--- src/rtl/instr_fetch_unit_pkg.sv ---
// Shared constants and FSM state encoding for the instruction fetch unit.
// The states use a 2-bit encoding that other datapath blocks also rely on.
package instr_fetch_unit_pkg;

   localparam int IFU_WORD_SIZE   = 16;
   localparam int IFU_TIMEOUT_CYC = 255;
   localparam int IFU_PERF_WIDTH  = 32;

   typedef enum logic [1:0] {
      IF_IDLE    = 2'd0,
      IF_REQ     = 2'd1,
      IF_CAPTURE = 2'd2
   } if_state_t;

endpackage

--- src/rtl/instr_fetch_unit_timeout_ctr.sv ---
// Cycle counter for the REQ state. It is cleared outside REQ and flags expiry on the LIMIT-th
// counted cycle. A LIMIT of 0 disables expiry.
module fetch_timeout_ctr #(
   parameter int LIMIT = 255
) (
   input  logic clk,
   input  logic reset_n,
   input  logic clear,
   input  logic enable,
   output logic expire
);

   localparam int CW = (LIMIT < 2) ? 1 : $clog2(LIMIT + 1);
   localparam logic [CW-1:0] LAST = (LIMIT == 0) ? '0 : CW'(LIMIT - 1);

   logic [CW-1:0] count;

   always_ff @(posedge clk) begin
      if (!reset_n || clear) begin
         count <= '0;
      end else if (enable) begin
         count <= count + 1'b1;
      end
   end

   assign expire = enable && (LIMIT != 0) && (count == LAST);

endmodule

--- src/rtl/instr_fetch_unit.sv ---
// Instruction fetch unit: latches the PC, runs a readM/inputReady handshake, and loads the IR.
// Optional macro FETCH_PERF_CNT_EN adds the fetch_count and stall_count performance counters.
module instr_fetch_unit
   import instr_fetch_unit_pkg::*;
#(
   parameter int WORD_SIZE   = IFU_WORD_SIZE,
   parameter int TIMEOUT_CYC = IFU_TIMEOUT_CYC
) (
   input  logic                 clk,
   input  logic                 reset_n,
   input  logic [WORD_SIZE-1:0] pc_cur,
   input  logic                 fetch_start,
   input  logic                 flush,
   output logic                 readM,
   output logic [WORD_SIZE-1:0] address,
   input  logic [WORD_SIZE-1:0] data,
   input  logic                 inputReady,
   output logic [WORD_SIZE-1:0] ir,
   output logic                 ir_valid,
   output logic [WORD_SIZE-1:0] pc_plus1,
   output logic                 busy,
   output logic                 fetch_err
`ifdef FETCH_PERF_CNT_EN
   ,
   output logic [IFU_PERF_WIDTH-1:0] fetch_count,
   output logic [IFU_PERF_WIDTH-1:0] stall_count
`endif
);

   if_state_t state;
   logic      tmo_clear;
   logic      tmo_enable;
   logic      tmo_expire;

   assign tmo_clear  = (state != IF_REQ);
   assign tmo_enable = (state == IF_REQ) && !inputReady && !flush;

   fetch_timeout_ctr #(
      .LIMIT (TIMEOUT_CYC)
   ) u_timeout (
      .clk     (clk),
      .reset_n (reset_n),
      .clear   (tmo_clear),
      .enable  (tmo_enable),
      .expire  (tmo_expire)
   );

   // Flush has priority over a same-cycle completion, and completion beats a timeout.
   always_ff @(posedge clk) begin
      if (!reset_n) begin
         state     <= IF_IDLE;
         readM     <= 1'b0;
         ir_valid  <= 1'b0;
         fetch_err <= 1'b0;
         busy      <= 1'b0;
         address   <= '0;
         ir        <= '0;
         pc_plus1  <= '0;
      end else begin
         ir_valid  <= 1'b0;
         fetch_err <= 1'b0;
         case (state)
            IF_IDLE: begin
               if (fetch_start && !flush) begin
                  address  <= pc_cur;
                  pc_plus1 <= pc_cur + 1'b1;
                  readM    <= 1'b1;
                  busy     <= 1'b1;
                  state    <= IF_REQ;
               end
            end
            IF_REQ: begin
               if (flush) begin
                  readM <= 1'b0;
                  busy  <= 1'b0;
                  state <= IF_IDLE;
               end else if (inputReady) begin
                  ir       <= data;
                  readM    <= 1'b0;
                  ir_valid <= 1'b1;
                  state    <= IF_CAPTURE;
               end else if (tmo_expire) begin
                  readM     <= 1'b0;
                  busy      <= 1'b0;
                  fetch_err <= 1'b1;
                  state     <= IF_IDLE;
               end
            end
            IF_CAPTURE: begin
               busy  <= 1'b0;
               state <= IF_IDLE;
            end
            default: begin
               readM <= 1'b0;
               busy  <= 1'b0;
               state <= IF_IDLE;
            end
         endcase
      end
   end

`ifdef FETCH_PERF_CNT_EN
   // Both counters saturate rather than wrap so long runs never report a misleadingly small count.
   always_ff @(posedge clk) begin
      if (!reset_n) begin
         fetch_count <= '0;
         stall_count <= '0;
      end else begin
         if (ir_valid && (fetch_count != '1)) begin
            fetch_count <= fetch_count + 1'b1;
         end
         if ((state == IF_REQ) && !inputReady && (stall_count != '1)) begin
            stall_count <= stall_count + 1'b1;
         end
      end
   end
`endif

endmodule

--- config.mk ---
export PLATFORM = sky130hd
export DESIGN_NAME = instr_fetch_unit
export DESIGN_NICKNAME = d
export VERILOG_FILES = /design/src/rtl/instr_fetch_unit_pkg.sv /design/src/rtl/instr_fetch_unit_timeout_ctr.sv /design/src/rtl/instr_fetch_unit.sv
export SDC_FILE = /design/constraint.sdc
export NUM_CORES = 1
export LEC_CHECK = 0
export CAP_MARGIN = 30
export CELL_PAD_IN_SITES_DETAIL_PLACEMENT = 1
export CELL_PAD_IN_SITES_GLOBAL_PLACEMENT = 1
export CORE_ASPECT_RATIO = 1.75
export CORE_MARGIN = 5
export CORE_UTILIZATION = 33
export DETAILED_ROUTE_END_ITERATION = 16
export PLACE_DENSITY_LB_ADDON = 0.2
export SYNTH_ARGS = -nofsm -noshare
export SYNTH_HDL_FRONTEND = slang
export SYNTH_HIERARCHICAL = 1
export SYNTH_SLANG_ARGS = --single-unit
--- constraint.sdc ---
create_clock -name clk -period 1.8 [get_ports clk]
set_input_delay 0.54 -clock clk [delete_from_list [all_inputs] [get_ports clk]]
set_output_delay 0.54 -clock clk [all_outputs]
set_load 0.02 [all_outputs]
==> flow_summary.json, run 1 <==
{
  "reg2reg_slack_ps": 180,
  "synth_seq_cells": 62,
  "vias": 2527,
  "cellInternalPower_w": 0.00275,
  "path_class": "reg -> out",
  "crit_buf_inv": 1,
  "cp_slowest_cell": "clkdlybuf4s50_1",
  "routed_wl_mm": 8.08,
  "grt_max_degree": 50,
  "ys_types": 37,
  "crit_family": "buffers and inverters",
  "postCtsHoldBufs": 0,
  "maxCapViolCount": 0,
  "port_buffers": 88,
  "max_freq_ghz": 0.569,
  "dieArea_sq_um": 9780,
  "final_hold_viol_count": 0,
  "grt_usage": 0.173,
  "num_antenna_cells": 0,
  "async_flop_share": 0,
  "critPathLaunch": "ir_valid$_SDFF_PP0_",
  "period_needed_ps": 1760,
  "synth_common_cells": "nand2_1, dfxtp_1, a21boi_0",
  "clock_sink_count": 62,
  "synthTopCellsByArea": "dfxtp_1, nand2_1, a21boi_0, a21boi_1, xnor2_1",
  "min_period_over_period": 0.976,
  "endpoint_kind": "output pin",
  "crit_cells": 1,
  "syn_nets": 337,
  "switching_share": 0.237,
  "path_clk_slew_ps": 50,
  "placeableCoreArea_sq_um": 7620,
  "synth_most_common_cell": "nand2_1",
  "die_x_um": 76.9,
  "grt_antenna_before_repair": 0,
  "grt_setup_unrepaired": "true",
  "setup-violations-final": 0,
  "root_buffer": "clkbuf_16",
  "holdCritPathClass": "reg -> reg",
  "grt_pass1_vias": 2748,
  "synthCells": 297,
  "r2r-end": "u_timeout/count[5]$_SDFFE_PP0P_",
  "post_drt_wl_per_cell_um": 15.9,
  "drc": 0,
  "crit_end": "ir_valid",
  "ioPinCount": 89,
  "arrival_ps": 1220,
  "slowest_delay_ps": 600,
  "die_y_um": 127,
  "p_leak_nw": 1.78,
  "comb_power_share": 0.130,
  "viasPerCell": 4.97,
  "cts_buffer_depth": 2,
  "drive_gt1_frac": 0.152,
  "reg2reg_from": "state[1]$_SDFFE_PN0P_",
  "slew_headroom": 0.740,
  "drv_slew": 0,
  "start_util": 0.339,
  "ant_nets": 0,
  "critPathLaunchType": "register",
  "htreeDepth": 3,
  "fin_total_pwr_w": 0.00361,
  "netlist_area_sq_um": 2590,
  "dpl.hpwl_mm": 6.12,
  "yosys.area.top_type": "dfxtp_1",
  "switching_power_w": 0.000856,
  "synth.yosys.seq_area_share": 0.480,
  "tightest_slew_ps": 387,
  "syn_area_per_cell_sq_um": 8.71,
  "status": "finished, final reports clean",
  "synth_top_area_frac": 0.480,
  "p_per_area_nw_per_um2": 878,
  "fp-row-count": 42,
  "stdcell_count": 508,
  "cp.required_ps": 1260,
  "clockPowerShare": 0.467,
  "ys.flop_type": "dfxtp_1",
  "yosys_warnings": 6,
  "pre_cts_ws_ps": -331,
  "fin_ws_ps": 42.8,
  "setup_tns_ps": 0,
  "cts_tree": "yes",
  "path_cells": "clkdlybuf4s50_1",
  "overflow": 0,
  "reg2regPathDepth": 6,
  "place_congestion": 0.863,
  "dr.pass1.iters": 4,
  "synth-edff-count": 0,
  "power_frac_seq": 0.403,
  "skew_ps": 3.04,
  "nNetsFinal": 456,
  "grt_pass1_wl_mm": 13.5,
  "irDropWorstVdd_v": 0.000540,
  "clock_latency_ps": 320,
  "drt-initial-drc-count": 60,
  "cp_max_fo": 1,
  "numCtsBuffers": 9,
  "area_delta_synth_final_pct": 58.9,
  "dp.cells": 491
}
## cell type report
cell class / instances / area, sq um
well taps: 88 / 110
clock inverters: 4 / 47.5
repair buffers: 124 / 1150
flip-flops and latches: 62 / 1240
inverters: 4 / 15.0
multi-input cells: 215 / 1300
clock buffers: 11 / 243
fillers: 898 / 3510
## registers in the layout, indices dropped and copies added, names as in the netlist
name / count
ir_valid: 1
u_timeout/count: 8
busy: 1
address: 16
state: 2
pc_plus1: 16
fetch_err: 1
ir: 16
readM: 1
## logic make-up (layout without fill, tap and decap cells)
kind of cell | count (synthesis) | count (layout) | synth area share
adder cells (fa/ha/maj) | 3 | 3 | 0.0145
flip-flops | 62 | 62 | 0.480
XOR/XNOR | 18 | 18 | 0.0610
AO/OA/AOI/OAI | 72 | 72 | 0.180
buffers and inverters | 20 | 143 | 0.0363
AND/OR/NAND/NOR | 122 | 122 | 0.228
## how the worst min path moves through the flow
stage               cells after the start                startpoint  slack, ps                  endpoint
CTS                                     2   address[0]$_SDFFE_PN0P_        460   address[0]$_SDFFE_PN0P_
global placement                        2        ir[6]$_SDFFE_PN0P_        440        ir[6]$_SDFFE_PN0P_
global route                            2  address[14]$_SDFFE_PN0P_        480  address[14]$_SDFFE_PN0P_
finish                                  2        ir[8]$_SDFFE_PN0P_        450        ir[8]$_SDFFE_PN0P_
detailed placement                      2   address[0]$_SDFFE_PN0P_        450   address[0]$_SDFFE_PN0P_
floorplan                               1     state[1]$_SDFFE_PN0P_        450         busy$_SDFFE_PN0P_
## power by group through the flow
stage | registers (W) | logic [W] | clock network [W]
floorplan | 0.00154 | 0.000131 | 0
global route | 0.00146 | 0.000507 | 0.00179
detailed placement | 0.00148 | 0.000500 | 0
finish | 0.00145 | 0.000468 | 0.00168
global placement | 0.00148 | 0.000493 | 0
CTS | 0.00145 | 0.000470 | 0.00172
## placed cells by master, fill, tap and decap left out, types with 4 or more instances in the layout
cell type	count
nand3_1	5
nand4_1	7
clkdlybuf4s50_1	35
dfxtp_1	62
buf_4	32
dlygate4sd2_1	49
xnor2_1	11
nand2_1	74
xor2_1	7
nor2_1	7
inv_1	4
a21boi_0	19
a21boi_1	14
buf_12	4
nor3_1	4
o21ai_0	16
a21oi_1	16
clkbuf_16	9
dlymetal6s2s_1	4
## metrics by stage
stage | hold slack, ps | area [sq um] | utilization
2_1_floorplan | 446 | 2590 | -
3_3_place_gp | 440 | 3810 | 0.500
3_5_place_dp | 451 | 3810 | 0.500
4_1_cts | 456 | 4040 | 0.530
5_1_grt | 475 | 4110 | 0.539
6_report | 450 | 4110 | 0.539
## layer usage
metal,track usage,up-vias,share of wire
li1,-,1249,-
met1,0.175,1191,0.38
met2,0.318,73,0.54
met3,0.0514,14,0.052
met4,0.0814,0,0.025
met5,0,-,0
## timing repair
item / CTS / global route
endpoints found under the hold margin: 0 / 0
gates resized for setup: 49 / 13
pin swaps: 0 / 5
buffers inserted: 0 / 2
setup endpoints to repair: 49 / 12
Note: power is estimated with default switching activity, not from simulation.
==> run 2, diff against run 1 <==
ABC_AREA = 1   (was unset)
CORE_UTILIZATION = 32   (was 33)
SLEW_MARGIN = 15   (was unset)
==> run 2 against run 1 <==
- cell area increased by 4.1%
- register-to-register slack is essentially flat
- critical path type is now in -> reg
- combinational power grew 10%
- final cell count increased by 23%
- global-route usage is 0.14 points lower
- sequential power barely moved
- synthesized cell count increased by 29%
==> flow_summary.json, run 2 <==
{
  "async_flop_share": 0,
  "slowest_delay_ps": 500,
  "synth_common_cells": "nor2_1, nand2_1, dfxtp_1",
  "period_needed_ps": 1770,
  "critPathLaunchType": "input port",
  "clock_sink_count": 62,
  "path_cells": "clkdlybuf4s50_1, ha_2, nand2_1, nor2_4, nand3b_1, nand2_1, nand2_1, nor2_1, nor2_1",
  "grt_max_degree": 27,
  "final_cell_mix": "nor2_1, nand2_1, dfxtp_1",
  "dpl.hpwl_mm": 6.84,
  "vias": 2865,
  "top_regs": "address x16, ir x16, pc_plus1 x16",
  "numCtsBuffers": 9,
  "crit_family": "simple AND/OR/NAND/NOR gates",
  "grt_setup_unrepaired": "false",
  "post_drt_wl_per_cell_um": 13.9,
  "placeableCoreArea_sq_um": 8560,
  "regArea_sq_um": 1240,
  "fp-row-count": 45,
  "grt_pass1_wl_mm": 14.3,
  "dieArea_sq_um": 10700,
  "drive_gt1_frac": 0.157,
  "path_clk_slew_ps": 50,
  "cp_max_fo": 4,
  "cp.required_ps": 2010,
  "die_x_um": 80.2,
  "ys.flop_type": "dfxtp_1",
  "r2r-end": "u_timeout/count[7]$_SDFFE_PP0P_",
  "num_antenna_cells": 0,
  "status": "finished, final reports clean",
  "synthCells": 384,
  "grt_usage": 0.172,
  "reg2reg_slack_ps": 180,
  "arrival_ps": 1980,
  "endpoint_kind": "register",
  "skew_ps": 5.22,
  "path_class": "in -> reg",
  "die_y_um": 133,
  "drt-initial-drc-count": 63,
  "yosys_warnings": 6,
  "port_buffers": 88,
  "synth-edff-count": 0,
  "slew_headroom": 0.812,
  "start_util": 0.323,
  "synth_most_common_cell": "nor2_1",
  "ys_types": 30,
  "reg2reg_from": "state[0]$_SDFFE_PN0P_",
  "grt_pass1_vias": 3137,
  "cp_slowest_cell": "clkdlybuf4s50_1",
  "root_buffer": "clkbuf_16",
  "cts_buffer_depth": 2,
  "irDropWorstVdd_v": 0.000481,
  "place_congestion": 0.900,
  "netlist_area_sq_um": 2760,
  "p_per_area_nw_per_um2": 834,
  "p_leak_nw": 2.06,
  "min_period_over_period": 0.983,
  "dp.cells": 611,
  "synth_top_area_frac": 0.450,
  "drc": 0,
  "clock_latency_ps": 320,
  "drv_slew": 0,
  "final_hold_viol_count": 0,
  "stdcell_count": 626,
  "syn_area_per_cell_sq_um": 7.19,
  "overflow": 0,
  "fin_total_pwr_w": 0.00357,
  "layout_commonest_cell": "nor2_1",
  "synthTopCellsByArea": "dfxtp_1, nor2_1, nand2_1, o21ai_0, inv_1",
  "postCtsHoldBufs": 0,
  "synth.yosys.seq_area_share": 0.450,
  "reg2regPathDepth": 11,
  "area_delta_synth_final_pct": 55.0,
  "viasPerCell": 4.58,
  "holdCritPathClass": "reg -> reg",
  "dr.pass1.iters": 4,
  "tightest_slew_ps": 281,
  "hold_start": "readM$_SDFFE_PN0P_",
  "syn_nets": 424,
  "multi_input_area_sq_um": 1310,
  "routed_wl_mm": 8.73,
  "worstHoldEndpoint": "readM$_SDFFE_PN0P_",
  "setup-violations-final": 0,
  "yosys.area.top_type": "dfxtp_1",
  "nNetsFinal": 546,
  "maxCapViolCount": 0,
  "cts_tree": "yes",
  "crit_top_cell": "nand2_1",
  "hold_depth": 2,
  "synth_seq_cells": 62,
  "max_freq_ghz": 0.565,
  "nFillCells": 1101,
  "htreeDepth": 3,
  "crit_buf_inv": 1,
  "grt_antenna_before_repair": 0,
  "ioPinCount": 89,
  "ant_nets": 0
}
-- run 2: changes by cell type in the layout (fill, tap and decap cells not counted), sizes merged, moves of 5 or more --
cell and delta:
nand4 -6, xor2 -5, nand3 +11, o21ai +16, inv +30, xnor2 -10
a21boi -31, nor2 +97
-- run 2: worst register-to-register path: stages (launching register included) --
cell and delay (ps):
dfxtp_2 350, inv_1 70, nor2_4 140, nand2_1 100, nor2_2 140, buf_4 120
buf_4 120, nand2_1 80, nor2_4 190, nand3_1 100, nand2_1 60, nor2_1 40
-- run 2: per-stage QoR --
| step | cell area, sq um | hold WS [ps] | setup slack [ps] | setup TNS (ps) | utilization |
|---|---|---|---|---|---|
| finish | 4280 | 460 | 30.3 | 0 | 0.500 |
| global route | 4280 | 499 | 0.744 | 0 | 0.500 |
| CTS | 4240 | 465 | 0.156 | 0 | 0.496 |
| detailed placement | 4010 | 459 | -362 | -7960 | 0.469 |
| global placement | 4010 | 453 | -330 | -6590 | 0.469 |
| floorplan | 2760 | 437 | 82.8 | 0 | - |
-- run 2: power breakdown --
group	switching [W]	internal (W)	total, W	leakage [nW]
clock	0.000567	0.00103	0.00159	0.138
combinational	0.000277	0.000239	0.000516	1.41
sequential	0.0000292	0.00143	0.00146	0.506
total	0.000873	0.00270	0.00357	2.06
-- run 2: routing by layer --
layer / GRT usage / part of all wire / up-vias / wire length [um]
li1: - / - / 1457 / -
met1: 0.172 / 0.37 / 1332 / 3270
met2: 0.324 / 0.56 / 59 / 4910
met3: 0.0341 / 0.038 / 17 / 334
met4: 0.0818 / 0.026 / 0 / 227
met5: 0 / 0 / - / 0
-- run 2: cells by family (layout without fill, tap and decap cells) --
| kind of cell | count (synthesis) | count (layout) | share of synthesized area |
|---|---|---|---|
| buf+inv | 50 | 175 | 0.0866 |
| simple gates | 209 | 209 | 0.328 |
| xor+xnor | 3 | 3 | 0.00952 |
| flops | 62 | 62 | 0.450 |
| compound gates | 57 | 57 | 0.113 |
| fa+ha+maj | 3 | 3 | 0.0136 |
-- run 2: how the worst max path moves through the flow --
stage / slack [ps] / to / cells after the start / from
2_1_floorplan: 80 / busy$_SDFFE_PN0P_ / 10 / flush
3_3_place_gp: -330 / busy$_SDFFE_PN0P_ / 11 / flush
3_5_place_dp: -360 / readM$_SDFFE_PN0P_ / 11 / flush
4_1_cts: 0.2 / address[15] / 1 / address[15]$_SDFFE_PN0P_
5_1_grt: 0.7 / fetch_err / 1 / fetch_err$_SDFF_PP0_
6_report: 30 / pc_plus1[10]$_SDFFE_PN0P_ / 9 / pc_cur[0]
-- run 2: repair_timing --
action                                  4_1_cts  5_1_grt
gates resized for setup                      51       12
pin swaps                                     1        3
endpoints found under the setup margin       49       10
buffers inserted                              0        1
-- run 2: cell type report --
| type | instances | share of cell area |
|---|---|---|
| clock buffer | 13 | 0.0632 |
| clock inverter | 1 | 0.00117 |
| inverter | 35 | 0.0319 |
| multi-input combinational | 272 | 0.305 |
| sequential | 62 | 0.290 |
| tap | 117 | 0.0342 |
| timing repair buffer | 126 | 0.274 |
==> run 3, diff against run 2 <==
CORE_MARGIN = 4   (was 5)
GPL_TIMING_DRIVEN = 1   (was unset)
PLACE_DENSITY = 0.83   (was unset)
PLACE_DENSITY_LB_ADDON = unset   (was 0.2)
==> run 3 against run 2 <==
- sequential share of layout area about the same
- sequential cell count stayed put
- sequential power about the same
==> flow_summary.json, run 3 (same netlist as run 2, synthesis figures left out) <==
{
  "maxCapViolCount": 0,
  "clock_sink_count": 62,
  "postCtsSetupRepairBufs": 0,
  "routed_wl_mm": 9.38,
  "endpoint_kind": "register",
  "cts_buffer_depth": 2,
  "viasPerCell": 4.73,
  "irDropWorstVdd_v": 0.000469,
  "port_buffers": 88,
  "ioPinCount": 89,
  "final_area_sq_um": 4280,
  "place_area_sq_um": 4010,
  "path_class": "in -> reg",
  "skew_ps": 3.35,
  "setup-violations-final": 0,
  "nNetsFinal": 546,
  "drive_gt1_frac": 0.164,
  "fp-row-count": 44,
  "numCtsBuffers": 9,
  "slew_headroom": 0.805,
  "htreeDepth": 3,
  "reg2reg_slack_ps": 180,
  "p_per_area_nw_per_um2": 866,
  "tightest_slew_ps": 291,
  "top_regs": "address x16, ir x16, pc_plus1 x16",
  "cts_tree": "yes",
  "place_congestion": 0.912,
  "path_clk_slew_ps": 50,
  "p_leak_nw": 2.02,
  "grt_max_degree": 34,
  "nFillCells": 1087,
  "start_util": 0.330,
  "drc": 0,
  "grt_pass1_vias": 3228,
  "fin_ws_ps": 83.8,
  "holdCritPathClass": "reg -> reg",
  "dieArea_sq_um": 10200,
  "post_drt_wl_per_cell_um": 15.0,
  "utilization": 0.511,
  "final_cell_mix": "nor2_1, nand2_1, dfxtp_1",
  "postCtsHoldBufs": 0,
  "num_antenna_cells": 0,
  "dr.pass1.iters": 4,
  "drv_slew": 0,
  "die_x_um": 78.2,
  "ant_nets": 0,
  "grt_pass1_wl_mm": 15.3,
  "die_y_um": 131,
  "dpl.hpwl_mm": 7.21,
  "vias": 2959,
  "grt_antenna_before_repair": 0,
  "placeableCoreArea_sq_um": 8370,
  "clock_latency_ps": 330,
  "drt-initial-drc-count": 96,
  "max_freq_ghz": 0.583,
  "overflow": 0,
  "status": "finished, final reports clean",
  "final_hold_viol_count": 0,
  "arrival_ps": 1920,
  "period_needed_ps": 1720,
  "cp_max_fo": 4,
  "cp.required_ps": 2010,
  "root_buffer": "clkbuf_16",
  "critPathLaunchType": "input port",
  "layout_commonest_cell": "nor2_1",
  "area_delta_synth_final_pct": 55.0,
  "pre_cts_ws_ps": -367,
  "grt_usage": 0.194,
  "min_period_over_period": 0.953
}
[run 3: cell type report]
type / instances / area, sq um / share of cell area
Multi-Input combinational cell: 272 / 1310 / 0.306
Sequential cell: 62 / 1240 / 0.290
Timing Repair Buffer: 126 / 1150 / 0.268
Clock buffer: 10 / 239 / 0.0558
Tap cell: 115 / 144 / 0.0336
Inverter: 35 / 136 / 0.0319
Clock inverter: 6 / 61.3 / 0.0143
[run 3: where the power goes]
| part | switching [W] | total, W | internal, W |
|---|---|---|---|
| Sequential | 0.0000311 | 0.00146 | 0.00143 |
| Clock | 0.000619 | 0.00172 | 0.00110 |
| Combinational | 0.000286 | 0.000523 | 0.000237 |
| Total | 0.000936 | 0.00371 | 0.00277 |
[run 3: final timing paths]
check	startpoint	end	cells after the start
worst max-delay path	pc_cur[1]	pc_plus1[12]$_SDFFE_PN0P_	7
worst min-delay path	address[5]$_SDFFE_PN0P_	address[5]$_SDFFE_PN0P_	2
worst max register to register	state[0]$_SDFFE_PN0P_	busy$_SDFFE_PN0P_	11
worst min register to register	address[5]$_SDFFE_PN0P_	address[5]$_SDFFE_PN0P_	2
[run 3: through the flow]
| step | setup TNS, ps | total power (W) | instances | hold slack (ps) |
|---|---|---|---|---|
| 4_1_cts | 0 | 0.00376 | 626 | 466 |
| 2_1_floorplan | 0 | 0.00173 | 384 | 437 |
| 3_5_place_dp | -8690 | 0.00205 | 610 | 461 |
| 6_report | 0 | 0.00371 | 626 | 462 |
| 3_3_place_gp | -5300 | 0.00203 | 610 | 453 |
| 5_1_grt | -112 | 0.00387 | 626 | 496 |
[run 3: layer usage]
layer | part of all wire | vias to the layer above | GRT usage
li1 | - | 1462 | -
met1 | 0.35 | 1397 | 0.179
met2 | 0.58 | 74 | 0.392
met3 | 0.037 | 26 | 0.0405
met4 | 0.033 | 0 | 0.0937
met5 | 0 | - | 0
[run 3: critical path: stages]
cell and delay [ps]:
clkdlybuf4s50_1 520, ha_2 220, nand2_1 100, nor2_4 130, nand3_1 100, a21boi_1 220
a21oi_2 80
[run 3: repair_timing]
item,4_1_cts,5_1_grt
endpoints found under the setup margin,52,16
cloned,0,0
gates resized for setup,53,12
pin swaps,0,1
